## src/rtl/strobe_catcher.sv

```systemverilog
`default_nettype none
// ============================================================================
// Module   : strobe_catcher
// Purpose  : Captures strobe-qualified words into a circular FIFO and presents
//            the head downstream with a valid/ack handshake.
//            Optional zero-latency bypass: STROBE_CATCHER_BYPASS_EN
// Revision : 1.0 - initial release
// ============================================================================
module strobe_catcher #(
    parameter int unsigned WIDTH = 8,
    parameter int unsigned DEPTH = 4
) (
    input  logic                       clk,
    input  logic                       anrst,
    input  logic                       strobe,
    input  logic [WIDTH-1:0]           in,
    output logic [WIDTH-1:0]           out,
    output logic                       out_valid,
    input  logic                       ack,
    output logic [$clog2(DEPTH+1)-1:0] count,
    output logic                       overflow
);

    localparam int unsigned c_aw = (DEPTH > 1) ? $clog2(DEPTH) : 1;
    localparam int unsigned c_cw = $clog2(DEPTH + 1);
    localparam logic [c_cw-1:0] c_full = c_cw'(DEPTH);
    localparam logic [c_cw-1:0] c_one  = c_cw'(1);
    localparam logic [c_aw-1:0] c_step = c_aw'(1);

    logic [WIDTH-1:0] mem_q [DEPTH];
    logic [c_aw-1:0]  rd_ptr_q, rd_ptr_d;
    logic [c_aw-1:0]  wr_ptr_q, wr_ptr_d;
    logic [c_cw-1:0]  count_q, count_d;
    logic             overflow_q, overflow_d;

    logic w_empty;
    logic w_full;
    logic w_bypass;
    logic w_pop;
    logic w_push;
    logic [WIDTH-1:0] w_head;

    assign w_empty = (count_q == '0);
    assign w_full  = (count_q == c_full);

`ifdef STROBE_CATCHER_BYPASS_EN
    assign w_bypass = w_empty && strobe;
    assign w_head   = w_empty ? in : mem_q[rd_ptr_q];
`else
    assign w_bypass = 1'b0;
    assign w_head   = mem_q[rd_ptr_q];
`endif

    assign out_valid = anrst && (!w_empty || w_bypass);
    assign out       = out_valid ? w_head : '0;

    assign w_pop  = ack && out_valid;
    // A bypassed word that is acked in the same cycle never enters the buffer.
    assign w_push = strobe && (!w_full || w_pop) && !(w_bypass && w_pop);

    always_comb begin
        rd_ptr_d   = rd_ptr_q;
        wr_ptr_d   = wr_ptr_q;
        count_d    = count_q;
        overflow_d = overflow_q;

        if (w_push) begin
            wr_ptr_d = wr_ptr_q + c_step;
        end
        if (w_pop && !w_bypass) begin
            rd_ptr_d = rd_ptr_q + c_step;
        end

        unique case ({w_push, w_pop && !w_bypass})
            2'b10:   count_d = count_q + c_one;
            2'b01:   count_d = count_q - c_one;
            default: count_d = count_q;
        endcase

        if (strobe && w_full && !w_pop) begin
            overflow_d = 1'b1;
        end
    end

    always_ff @(posedge clk or negedge anrst) begin
        if (!anrst) begin
            rd_ptr_q   <= '0;
            wr_ptr_q   <= '0;
            count_q    <= '0;
            overflow_q <= 1'b0;
        end else begin
            rd_ptr_q   <= rd_ptr_d;
            wr_ptr_q   <= wr_ptr_d;
            count_q    <= count_d;
            overflow_q <= overflow_d;
        end
    end

    // Storage carries no reset: contents are meaningless until written.
    always_ff @(posedge clk) begin
        if (w_push) begin
            mem_q[wr_ptr_q] <= in;
        end
    end

    assign count    = count_q;
    assign overflow = overflow_q;

endmodule
`default_nettype wire

```

## config.mk

```make
export PLATFORM = sky130hd
export DESIGN_NAME = strobe_catcher
export DESIGN_NICKNAME = d
export VERILOG_FILES = /design/src/rtl/strobe_catcher.sv
export SDC_FILE = /design/constraint.sdc
export NUM_CORES = 1
export LEC_CHECK = 0
export BUFFER_PORTS_ARGS = -buffer_cell sky130_fd_sc_hd__buf_2
export CORE_ASPECT_RATIO = 2
export CORE_MARGIN = 1.5
export CORE_UTILIZATION = 46
export DETAILED_ROUTE_END_ITERATION = 8
export PLACE_DENSITY = 0.75
export SLEW_MARGIN = 40
export SYNTH_ARGS = -nofsm -noshare
export SYNTH_HDL_FRONTEND = slang
export SYNTH_SLANG_ARGS = --single-unit
```

## constraint.sdc

```tcl
create_clock -name clk -period 4.92 [get_ports clk]
set_input_delay 0.984 -clock clk [delete_from_list [all_inputs] [get_ports clk]]
set_output_delay 0.984 -clock clk [all_outputs]
set_load 0.03 [all_outputs]
```

# == After elaboration in Yosys (flattened, before gate mapping) ==
# Memories as Yosys holds them, arrays and structs flattened.
# Index checks and enable logic that the tools add are counted.
# word_totals
ff_bits,8
latch_bits,0
mem_bits_rw,32
romBits,0
input_bits,12
out_inout_bits,13
elab_cells,27
memories,1
# op_classes
n_addsub,4
n_mul,0
n_div,0
n_lt_le_gt_ge,0
eq_ne,3
shifts,0
n_mux,4
bitwise_logic,0
n_reduce_logical,11
# mem_list
memory,words,width,rd,rd_ports_with_merged_regs,write_ports,line,rtl
mem_q,4,8,1,0,1,30,logic [WIDTH-1:0] mem_q [DEPTH];
# ops
operator,count
two-way mux 8 bit,1
one-hot mux 3 bit (2 select lines),1
logical AND 1 bit,5
"adder 2 x 1 -> 2 bit, second input constant",2
"adder 3 x 1 -> 3 bit, second input constant",1
"== test 3 bit, second input constant",1
logical NOT 1 bit,3
logical NOT 3 bit,1
"subtractor 3 x 1 -> 3 bit, second input constant",1
"== test 2 x 1 -> 1 bit, second input constant",1
"== test 2 bit, second input constant",1
two-way mux 1 bit,2
nonzero test 2 bit,1
logical OR 1 bit,1

# == Longest topological paths before layout ==
# depth
depth_word,8
mapped_depth,7

# == Worst setup path after synthesis ==
# Ideal clock, no wire load.
# synth_timing
path_kind,input -> output
start,input anrst
end,output out[0]
t_arrival_ns,1.517
t_required_ns,3.936
setup_slack_ns,2.419
stages,2
path_buffers,0
path_cell_list,o21ai_2 nor2b_1
# synth_via
elab_chain_cells,2
# synth_rtl
element,line,rtl
start: declaration,14,"input logic anrst,"
logical AND 1 bit,54,assign out_valid = anrst && (!w_empty || w_bypass);
two-way mux 8 bit,55,assign out = out_valid ? w_head : '0;
end: declaration,17,"output logic [WIDTH-1:0] out,"
# Every way passes these cells.

# == Worst setup path in the final report ==
# layout_timing
start,register rd_ptr_q[0]
end,output out[4]
# layout_via
elab_chain_cells,2
# layout_rtl
element,line,rtl
start: declaration,31,"logic [c_aw-1:0] rd_ptr_q, rd_ptr_d;"
start signal: assignment,92,rd_ptr_q <= rd_ptr_d;
memory (4 x 8 bit),n/a,
two-way mux 8 bit,55,
# Every way passes these cells.

==> flow_summary_export.csv <==
group,metric,value,unit
worst_setup_path,r2r_end,"count[2]",
job,maxCapViolCount,0,
worst_setup_path,crit_arrival,1920,ps
worst_setup_path,critPathCapture,"out[4]",
hold_path,hold_start,"overflow",
cts,clockBufferDepth,2,
place,gp_congestion,0.7524,
power,p_per_area,577.2,mW/mm²
yosys,ys_seq_elements,40,
status,status,"complete, no violations",
sta,skew,7.692,ps
global_route,grt_max_degree,16,
sta,finalHoldViolations,0,
global_route,antenna_found_initial,0,
yosys,synthXorXnorAreaFrac,2.467,%
global_route,track_usage,14.90,%
routing,ant_nets,0,
power,ir_drop,0.4359,mV
yosys,synth.distinct_cells,32,
worst_setup_path,cp-startpoint,"rd_ptr_q[0]",
worst_setup_path,required,3940,ps
routing,drt_iter0_drc,20,
routing,drc,0,
yosys,yosysTopAreaCellShare,54.12,%
worst_setup_path,end_kind,"output port",
sta,finalSetupTns,0,ps
cts,clk_pin_slew_worst_paths,70,ps
cts,clockRootBuffer,"clkbuf_8",
yosys,synthSimpleGateAreaFrac,7.963,%
yosys,synth_mux_area_share,10.78,%
yosys,syn_inst,104,
power,p_total,1.162,mW
global_route,grt_overflow,0,
die,core,0.003646,mm²
cts,postCtsSetupRepairBufs,0,
cts,clock-sinks,40,
yosys,synthTopCellsByArea,"edfxtp_1 54%, dfrtp_1 11%, mux4_2 10%",
yosys,syn_area,0.001775,mm²
worst_setup_path,critPathMaxFanout,10,
sta,hold-worst-slack,476.7,ps
yosys,syn_avg_cell_area,17.07,µm²
die,die-area,0.004264,mm²
cts,htreeDepth,2,
worst_setup_path,reg2reg_slack,2900,ps
routing,vias,956,
worst_setup_path,cp-start-kind,"flip-flop",
cts,post_cts_resized,0,
final_layout,nNetsFinal,148,
die,ioPinCount,25,
yosys,seq_area_frac_synth,65.40,%
final_layout,fin_util,55.22,%
power,p_leak,0.7634,nW
sta,rsz0062_at_grt,"no",
yosys,synth-warning-count,0,
cts,postCtsHoldBufs,0,
global_route,grt_pass1_wl,4.353,mm
cts,cts_buffers,5,
sta,fmax,0.3447,GHz
worst_setup_path,reg2reg_depth,7,
die,die_w,46.93,µm
routing,routed_wirelength,2.822,mm
yosys,yosys-top-cells-count,"32 x edfxtp_1, 8 x dfrtp_1, 8 x mux4_2, 7 x inv_1, 5 x and2b_1",
yosys,synth_nets,121,
worst_setup_path,reg2reg_from,"count[1]",
yosys,synth-edff-count,32,
place,port_buffers,24,
routing,via_per_inst,5.282,
die,die_h,90.86,µm
routing,wl_per_cell,15.59,µm
yosys,synth_flop_cell,"edfxtp_1",
die,initial_core_util,48.70,%
final_layout,syn2layout_area_growth,13.39,%
sta,finalSetupViolCount,0,
worst_setup_path,critical_path_class,"flip-flop to output port",
die,num_rows,31,
yosys,synth.most_common_cell,"edfxtp_1",
sta,worst_pin_slew,591.9,ps
place,hpwlAfterDp,2.090,mm
final_layout,insertedDiodeCount,0,
sta,layout_min_cycle_time,2901,ps
sta,max-slew-margin-rel,60.54,%
final_layout,layout-drive-gt1-share,33.33,%
yosys,yosysTopAreaCell,"edfxtp_1",
routing,drt_pass1_iterations,4,
yosys,synth_fa_ha_area_share,3.946,%
sta,fin_crit_sh,58.96,%
global_route,grt_pass1_vias,927,
sta,finalMaxSlewViolations,0,
yosys,synthArstFlopShare,20.00,%
cts,cts_tree,"built",
yosys,synth-compound-area-share,6.483,%
cts,clk_latency,290,ps
yosys,synth_top_family_by_area,"multiplexers",
hold_path,hold_path.class,"flip-flop to flip-flop",
-- flip-flops by register name (all words and copies together), names as in the netlist --
name / count
overflow: 1
count: 3
wr_ptr_q: 2
rd_ptr_q: 2
mem_q: 32
-- stage by stage --
stage	instances	instance area (µm²)	worst slack [ps]
2_1_floorplan	104	1775	2419
3_3_place_gp	173	1931	2084
3_5_place_dp	173	1931	2050
4_1_cts	181	2013	1960
5_1_grt	181	2013	1906
6_report	181	2013	2019
-- logic make-up (layout without fill, tap and decap cells) --
family                     count (synthesis)  count (layout)
DFF                                       40              40
and+or+nand+nor                           21              21
xor gates and xnor gates                   5               5
AOI/OAI and AO/OA                         13              13
buffers and inverters                     11              39
muxes                                      9               9
adders and majority gates                  5               5
-- where the power goes --
part	leakage (nW)	switching, mW	internal, mW	total [mW]
Sequential	0.386	0.0844	0.457	0.541
Combinational	0.332	0.234	0.183	0.417
Clock	0.0453	0.108	0.0962	0.204
-- worst max-delay path, cell delays in order (launching register included) --
cell	delay [ps]
dfrtp_1	720
mux4_2	580
nor2b_1	140
buf_2	180
-- placed cells by master (no fill, tap or decap), drive strengths merged --
cell	instances
xnor2	4
nor2	1
a31oi	1
inv	7
buf	24
or2	1
nand2	1
fa	1
o221ai	1
mux2	1
dfrtp	8
ha	4
o211ai	2
mux4	8
and2	5
a41o	1
clkinv	3
nand4b	1
a22oi	1
o2111ai	2
o22a	1
nor2b	3
edfxtp	32
a21o	1
o21ai	3
nand4	2
xor2	1
and2b	5
nand2b	2
clkbuf	5
-- layer usage --
metal  global-route usage [%]  vias to the layer above  wire length [µm]
li1                         -                      449                 -
met1                    14.76                      471              1008
met2                    26.83                       32              1645
met3                    3.600                        4               117
met4                    6.250                        0                51
met5                        0                        -                 0
-- how the worst min path moves through the flow --
stage / slack [ps] / depth (start not counted) / endpoint
2_1_floorplan: 510 / 1 / wr_ptr_q[1]
3_3_place_gp: 450 / 1 / overflow
3_5_place_dp: 460 / 1 / overflow
4_1_cts: 480 / 1 / overflow
5_1_grt: 520 / 1 / overflow
6_report: 480 / 1 / overflow
-- area by class of cell --
cell class | count | area (µm²)
clock buffer | 5 | 68.82
clock inverter | 3 | 13.76
fill | 319 | 1633
inverter | 7 | 26.28
multi-input combinational | 53 | 561.8
sequential | 40 | 1161
tap | 49 | 61.31
timing repair buffer | 24 | 120.1
(Power assumes the default switching activity.)
